### src/rtl/dc_offset_loop.sv
// rtl/dc_offset_loop.sv - DC loop filter/integrator and sample-path DC correction.
// Optional lock detector enabled by defining DC_LOCK_DET_EN.
module dc_offset_loop #(
    parameter logic signed [37:0] LOCK_THR   = 38'sd4096,
    parameter int                 LOCK_COUNT = 8
) (
    input  logic               clk,
    input  logic               reset,
    input  logic               clk_en,
    input  logic               acc_valid,
    input  logic signed [37:0] acc_in,
    input  logic [3:0]         mu_shift,
    input  logic               freeze,
    input  logic signed [17:0] sample_in,
    output logic signed [17:0] sample_out,
    output logic signed [17:0] dc_est,
    output logic               busy,
    output logic               overrun,
    output logic [15:0]        update_count,
    output logic               locked
);

    typedef enum logic [1:0] {IDLE, SCALE, ADD} state_t;

    localparam logic signed [46:0] ACC_MAX = 47'sd33554431;
    localparam logic signed [46:0] ACC_MIN = -47'sd33554432;

    state_t             state, state_next;
    logic signed [37:0] cap_r;
    logic signed [37:0] pend_r;
    logic               pend_full;
    logic signed [45:0] step_r;
    logic signed [25:0] dc_acc;
    logic signed [45:0] cap_wide;
    logic signed [45:0] step_next;
    logic signed [46:0] sum_w;
    logic signed [25:0] sum_sat;
    logic signed [18:0] diff_w;
    logic signed [17:0] diff_sat;

    assign dc_est    = dc_acc[25:8];
    assign cap_wide  = {cap_r, 8'b0};
    assign step_next = cap_wide >>> mu_shift;
    assign sum_w     = {{21{dc_acc[25]}}, dc_acc} + {step_r[45], step_r};
    assign sum_sat   = (sum_w > ACC_MAX) ? ACC_MAX[25:0] :
                       (sum_w < ACC_MIN) ? ACC_MIN[25:0] : sum_w[25:0];
    assign diff_w    = {sample_in[17], sample_in} - {dc_est[17], dc_est};
    // Overflow of the 19-bit difference shows up as bits 18 and 17 disagreeing.
    assign diff_sat  = (diff_w[18] != diff_w[17]) ? {diff_w[18], {17{~diff_w[18]}}}
                                                   : diff_w[17:0];

    always_ff @(posedge clk) begin
        if (reset) state <= IDLE;
        else       state <= state_next;
    end

    always_comb begin
        state_next = state;
        case (state)
            IDLE:    if (acc_valid) state_next = SCALE;
            SCALE:   state_next = ADD;
            ADD:     state_next = (pend_full || acc_valid) ? SCALE : IDLE;
            default: state_next = IDLE;
        endcase
    end

    always_comb begin
        busy = (state != IDLE);
    end

    always_ff @(posedge clk) begin
        if (reset) begin
            cap_r        <= '0;
            pend_r       <= '0;
            pend_full    <= 1'b0;
            step_r       <= '0;
            dc_acc       <= '0;
            update_count <= '0;
            overrun      <= 1'b0;
        end else begin
            case (state)
                IDLE: begin
                    if (acc_valid) cap_r <= acc_in;
                end
                SCALE: begin
                    step_r <= step_next;
                    if (acc_valid) begin
                        if (pend_full) overrun <= 1'b1;
                        else begin
                            pend_r    <= acc_in;
                            pend_full <= 1'b1;
                        end
                    end
                end
                ADD: begin
                    if (!freeze) begin
                        dc_acc <= sum_sat;
                        if (update_count != 16'hFFFF) update_count <= update_count + 16'd1;
                    end
                    // An arrival in ADD with the slot empty goes straight into cap_r.
                    if (pend_full) begin
                        cap_r     <= pend_r;
                        pend_full <= 1'b0;
                        if (acc_valid) overrun <= 1'b1;
                    end else if (acc_valid) begin
                        cap_r <= acc_in;
                    end
                end
                default: ;
            endcase
        end
    end

    always_ff @(posedge clk) begin
        if (reset)       sample_out <= '0;
        else if (clk_en) sample_out <= diff_sat;
    end

`ifdef DC_LOCK_DET_EN
    localparam logic [3:0]  LOCK_CNT4 = 4'(LOCK_COUNT);
    localparam logic [38:0] THR_MAG   = {LOCK_THR[37], LOCK_THR};

    logic [3:0]  lock_cnt;
    logic [38:0] cap_mag;
    logic        locked_r;

    assign cap_mag = cap_r[37] ? -{cap_r[37], cap_r} : {cap_r[37], cap_r};
    assign locked  = locked_r;

    always_ff @(posedge clk) begin
        if (reset) begin
            lock_cnt <= '0;
            locked_r <= 1'b0;
        end else if (state == ADD) begin
            if (cap_mag <= THR_MAG) begin
                if (lock_cnt != LOCK_CNT4) lock_cnt <= lock_cnt + 4'd1;
                if ((lock_cnt + 4'd1 == LOCK_CNT4) || (lock_cnt == LOCK_CNT4)) locked_r <= 1'b1;
            end else begin
                lock_cnt <= '0;
                locked_r <= 1'b0;
            end
        end
    end
`else
    assign locked = 1'b0;
`endif

endmodule

### config.mk
export PLATFORM = sky130hd
export DESIGN_NAME = dc_offset_loop
export DESIGN_NICKNAME = d
export VERILOG_FILES = /design/src/rtl/dc_offset_loop.sv
export SDC_FILE = /design/constraint.sdc
export NUM_CORES = 1
export LEC_CHECK = 0
export CAP_MARGIN = 10
export CORE_UTILIZATION = 55
export DETAILED_ROUTE_END_ITERATION = 8
export HOLD_SLACK_MARGIN = 0.06
export PLACE_DENSITY = 0.76
export REMOVE_ABC_BUFFERS = 1
export SYNTH_ARGS = -nofsm -noshare
export SYNTH_HDL_FRONTEND = slang
export SYNTH_SLANG_ARGS = --single-unit
export TNS_END_PERCENT = 30
### constraint.sdc
create_clock -name clk -period 7.3 [get_ports clk]
set_clock_uncertainty 0.2 [all_clocks]
set_input_delay 1.095 -clock clk [delete_from_list [all_inputs] [get_ports clk]]
set_output_delay 1.095 -clock clk [all_outputs]
set_load 0.01 [all_outputs]
==> results of run 1 <==
per-stage QoR:
step / hold WS (ns) / utilization, % / cells / power [mW]
2_1_floorplan: 0.230 / - / 1582 / 1.44
3_3_place_gp: 0.241 / 60.6 / 2034 / 1.61
4_1_cts: 0.255 / 63.2 / 2065 / 2.60
3_5_place_dp: 0.247 / 60.6 / 2034 / 1.62
5_1_grt: 0.272 / 63.3 / 2067 / 2.72
6_report: 0.255 / 63.3 / 2067 / 2.59
worst reg2reg max path: cells and delay by family, from the launching register on:
kind / cells / cell delay (ns)
AOI/OAI and AO/OA: 4 / 0.93
adders and majority gates: 1 / 0.43
buffers and inverters: 1 / 0.38
DFF: 1 / 1.01
and+or+nand+nor: 7 / 1.95
routing by layer:
metal  vias to the layer above  share of wire, %  global-route usage (%)
met5                         -                 0                       0
met4                         0               1.3                    6.91
met3                        45               5.3                    2.88
met2                       363                47                    42.9
met1                      5635                47                    37.7
li1                       6179                 -                       -
final cells by class:
| cell class | instances | share of cell area, % |
|---|---|---|
| Clock buffer | 20 | 3.07 |
| Clock inverter | 11 | 1.08 |
| Inverter | 83 | 2.10 |
| Multi-Input combinational cell | 1313 | 57.2 |
| Sequential cell | 186 | 25.1 |
| Tap cell | 319 | 2.69 |
| Timing Repair Buffer | 135 | 8.83 |
registers in the layout, summed over array words and instances (netlist names):
signal        flops
state             2
sample_out       18
dc_acc           26
overrun           1
update_count     16
pend_r           38
cap_r            38
pend_full         1
step_r           46
final timing paths:
path | start | depth (start not counted) | endpoint
setup / recovery | dc_acc[25] | 13 | dc_acc[3]
hold / removal | pend_r[5] | 2 | pend_r[5]
hold reg to reg | pend_r[5] | 2 | pend_r[5]
setup reg to reg | dc_acc[25] | 13 | dc_acc[3]
power breakdown:
part | switching (mW) | internal [mW]
clock | 0.423 | 0.563
combinational | 0.276 | 0.224
sequential | 0.0417 | 1.07
placed cells by master (no fill, tap or decap), types with 9 or more instances in the layout:
cell type,n
nor2b_1,11
o22ai_1,38
xor2_1,28
a31oi_1,46
nand2b_1,12
a21o_1,24
clkdlybuf4s50_1,116
inv_1,82
a311o_1,11
a21oi_1,155
mux2i_1,19
o211ai_1,21
a211oi_1,19
a221oi_2,14
nand4_1,19
nor2_1,187
xnor2_1,29
nand2_1,259
and3_1,21
nand3_1,39
o21a_1,12
nor3_1,18
o21ai_1,9
buf_4,16
mux4_2,24
o21ai_0,63
ha_1,65
clkbuf_16,17
dfxtp_1,186
and2_1,12
nand2_2,12
a311oi_1,19
kinds of logic after synthesis:
| logic type | share of synthesized area [%] |
|---|---|
| mux | 6.22 |
| xor+xnor | 3.85 |
| other cells | 0.0284 |
| simple gates | 21.3 |
| buf+inv | 7.54 |
| fa+ha+maj | 6.55 |
| compound gates | 26.3 |
| flops | 28.2 |
==> results.json, run 1 <==
{
  "post_cts_buffers": 0,
  "timing.critical_path.buf_inv": 1,
  "finalNetCount": 1868,
  "die_h_um": 157,
  "grt.overflow.total": 0,
  "stdcell_area_mm2": 0.0149,
  "setup_ws_ns": 2.32,
  "floorplan.rows": 56,
  "drt_iter0_drc": 901,
  "die_area_mm2": 0.0246,
  "ys_seq_area_share_pct": 28.2,
  "root_buffer": "clkbuf_16",
  "track_usage_pct": 26.6,
  "start_kind": "flop",
  "syn_inst": 1729,
  "required_ns": 7.44,
  "grt_max_degree": 108,
  "route.detailed.drc": 0,
  "avgRoutedWirePerCell_um": 15.5,
  "vdd_ir_drop_max_mv": 0.142,
  "path_cells": "ha_1, nand2_2, o211ai_2, nor4b_1, a2111oi_0, or4b_1, nor2_1, nor4b_2, nand4_1, o41ai_4, buf_4, nand3b_1, a211oi_1",
  "antenna_left": 0,
  "synth.most_common_cell": "nand2_1",
  "rsz0062_at_grt": "no",
  "gp_congestion": 0.911,
  "insertion_delay_ns": 0.44,
  "drive_above_1_share_pct": 8.41,
  "period_share_pct": 68.2,
  "cts_buffer_depth": 2,
  "fillers": 2085,
  "relSlewSlack_pct": 25.0,
  "leakagePower_nw": 5.85,
  "synth_seq_cells": 186,
  "fin_setup_tns_ns": 0,
  "synthToLayoutAreaGrowth_pct": 12.6,
  "ys_top_cells_by_count": "nand2_1, nor2_1, dfxtp_1, a21oi_1, clkbuf_1",
  "multi_input_area_mm2": 0.00849,
  "outcome": "finished, final reports clean",
  "crit_path_top_delay_cell": "dfxtp_1",
  "synthArstFlopShare_pct": 0,
  "grt_pass1_vias": 11000,
  "yosys.area.top_type": "dfxtp_1",
  "cts_buffers": 17,
  "critical_path_class": "flop to flop",
  "finalCriticalPeriod_ns": 4.98,
  "place_hpwl_um": 23200,
  "clock_sinks": 186,
  "pre_cts_ws_ns": 1.96,
  "syn-cell-area_mm2": 0.0132,
  "synth_edf_count": 0,
  "cp-end-kind": "flop",
  "synth.avg_cell_area_um2": 7.63,
  "cp_top_family": "simple AND/OR/NAND/NOR gates",
  "yosysWarnings": 0,
  "power_density_mw_per_mm2": 175,
  "cts_tree": "yes",
  "grt_pass1_wl_um": 53600,
  "min_path_type": "flop to flop",
  "synth_cell_type_count": 90,
  "reg2reg_slack_ns": 2.32,
  "cts_hold_buf": 0,
  "slew_viol_final": 0,
  "cp.arrival_ns": 5.12,
  "worstMarginPinSlew_ns": 1.13,
  "routed_wl_um": 32100,
  "setup_viol_count_final": 0,
  "n_antenna_cell": 0,
  "maxCapViolCount": 0,
  "ios": 120,
  "clkTransAtPathRegs_ns": 0.08,
  "regArea_mm2": 0.00372,
  "synth-main-ff-cell": "dfxtp_1",
  "initial_core_util_pct": 56.2,
  "critPathMaxFanout": 25,
  "fp.dieW_um": 157,
  "viasPerCell": 5.91,
  "htreeDepth": 4,
  "synth_top_area_share_pct": 28.2,
  "final_hold_viol_count": 0,
  "placed_area_mm2": 0.0142,
  "core_mm2": 0.0235,
  "drtPass1Iterations": 5,
  "vias": 12200,
  "grt_antenna_before_repair": 0,
  "portBuffers": 118,
  "synth.area.top_cells": "dfxtp_1, nand2_1, ha_1, a21oi_1, nor2_1",
  "slowest_delay_ns": 1.01,
  "timing.fmax_mhz": 201,
  "cts_resized": 0
}
Power figures use the tool's default switching activity.
==> inputs of run 2 (changes only) <==
==> constraint.sdc (replaced) <==
create_clock -name clk -period 4.6 [get_ports clk]
set_clock_uncertainty 0.2 [all_clocks]
set_input_delay 0.69 -clock clk [delete_from_list [all_inputs] [get_ports clk]]
set_output_delay 0.69 -clock clk [all_outputs]
set_load 0.01 [all_outputs]
==> run 2 against run 1 <==
Wire length is 1.1% higher. Clock power is 44% higher. Maximum frequency is 15% higher.
==> results.json, run 2 (same netlist as run 1, synthesis figures left out) <==
{
  "antenna_left": 0,
  "pre_cts_ws_ns": 0.186,
  "grt_antenna_before_repair": 0,
  "ios": 120,
  "critPathMaxFanout": 25,
  "core_mm2": 0.0235,
  "setup_viol_count_final": 0,
  "ff2ff_path_depth": 16,
  "clkTransAtPathRegs_ns": 0.08,
  "setup_ws_ns": 0.285,
  "largest_reg_flops": 46,
  "post_cts_buffers": 0,
  "period_share_pct": 93.8,
  "n_antenna_cell": 0,
  "most-common-layout-cells": "nand2_1, nor2_1, dfxtp_1",
  "portBuffers": 118,
  "min_from": "pend_r[22]",
  "regMostFlops": "step_r",
  "layout_commonest_cell": "nand2_1",
  "final_hold_viol_count": 0,
  "die_h_um": 157,
  "insertion_delay_ns": 0.44,
  "fp.dieW_um": 157,
  "clock_sinks": 186,
  "maxCapViolCount": 0,
  "synthToLayoutAreaGrowth_pct": 13.3,
  "drt_iter0_drc": 885,
  "min_path_type": "flop to flop",
  "rsz0062_at_grt": "no",
  "cp-end-kind": "flop",
  "power_density_mw_per_mm2": 267,
  "cp.arrival_ns": 4.46,
  "required_ns": 4.74,
  "min_delay_path_depth": 2,
  "initial_core_util_pct": 56.2,
  "vias": 12400,
  "viasPerCell": 5.95,
  "dp.cells": 2048,
  "place_hpwl_um": 24000,
  "fillers": 2131,
  "grt_pass1_wl_um": 53800,
  "worstMarginPinSlew_ns": 1.07,
  "reg.largest.list": "step_r: 46 flops, cap_r: 38 flops, pend_r: 38 flops",
  "track_usage_pct": 26.7,
  "layoutNonFillerInstCount": 2080,
  "fin_setup_tns_ns": 0,
  "start_kind": "flop",
  "timing.fmax_mhz": 232,
  "stdcell_area_mm2": 0.0150,
  "htreeDepth": 4,
  "gp_congestion": 0.929,
  "slew_viol_final": 0,
  "cts_buffers": 17,
  "r2r_start": "step_r[0]",
  "hold_end": "pend_r[22]",
  "finalCriticalPeriod_ns": 4.32,
  "relSlewSlack_pct": 28.2,
  "critical_path_class": "flop to flop",
  "rr_endpoint": "dc_acc[2]",
  "finalNetCount": 1880,
  "outcome": "finished, final reports clean",
  "placed_area_mm2": 0.0144,
  "leakagePower_nw": 5.89,
  "drtPass1Iterations": 5,
  "reg2reg_slack_ns": 0.28,
  "avgRoutedWirePerCell_um": 15.6,
  "cts_buffer_depth": 2,
  "root_buffer": "clkbuf_16",
  "cts_tree": "yes",
  "drive_above_1_share_pct": 9.14,
  "route.detailed.drc": 0,
  "grt_max_degree": 106,
  "grt.overflow.total": 0,
  "grt_pass1_vias": 11100,
  "vdd_ir_drop_max_mv": 0.220,
  "die_area_mm2": 0.0246,
  "floorplan.rows": 56,
  "routed_wl_um": 32500
}
[run 2: timing repair]
action,4_1_cts,5_1_grt
hold buffers,0,0
gates resized for setup,0,2
setup endpoints to repair,0,22
[run 2: report_power, final]
part / switching (mW) / internal, mW
Combinational: 0.444 / 0.362
Clock: 0.703 / 0.719
Sequential: 0.0665 / 1.69
[run 2: layout make-up]
cell class,count,area (um2),share of cell area (%)
sequential,186,3720,24.9
clock buffer,19,433,2.90
clock inverter,13,135,0.904
timing repair buffer,147,1450,9.67
inverter,83,312,2.08
multi-input combinational,1313,8500,56.9
tap,319,399,2.67
[run 2: through the flow]
stage	hold slack [ns]	utilization, %	power (mW)
6_report	0.255	63.7	3.99
5_1_grt	0.273	63.7	4.18
4_1_cts	0.257	63.7	4.01
3_5_place_dp	0.247	61.2	2.59
3_3_place_gp	0.242	61.2	2.58
2_1_floorplan	0.230	-	2.28
[run 2: metal layers]
| metal | vias to the layer above | GRT usage, % | share of wire [%] |
|---|---|---|---|
| met5 | - | 0 | 0 |
| met4 | 0 | 8.36 | 1.9 |
| met3 | 50 | 2.69 | 4.8 |
| met2 | 354 | 43.2 | 46 |
| met1 | 5764 | 37.2 | 47 |
| li1 | 6200 | - | - |
[run 2: worst max-delay path by stage]
| stage | from | end | slack (ns) |
|---|---|---|---|
| finish | step_r[0] | dc_acc[2] | 0.28 |
| detailed placement | sample_in[0] | sample_out[0] | 0.19 |
| CTS | step_r[0] | dc_acc[1] | 0.27 |
| floorplan | state[0] | pend_r[0] | -0.31 |
| global route | dc_acc[25] | dc_acc[1] | 0.05 |
| global placement | sample_in[0] | sample_out[0] | 0.27 |
[run 2: critical path: stages (launching register included)]
cell and delay [ns]:
dfxtp_1 0.34, ha_1 0.19, inv_1 0.06, fa_1 0.38
nand2b_1 0.19, a211o_1 0.31, a21oi_2 0.24, a31oi_4 0.18
o21ai_1 0.24, a21o_1 0.26, nor4_1 0.07, nor3b_1 0.46
nand2_1 0.16, o41ai_4 0.38, buf_12 0.23, nand3_1 0.09
a211oi_1 0.23
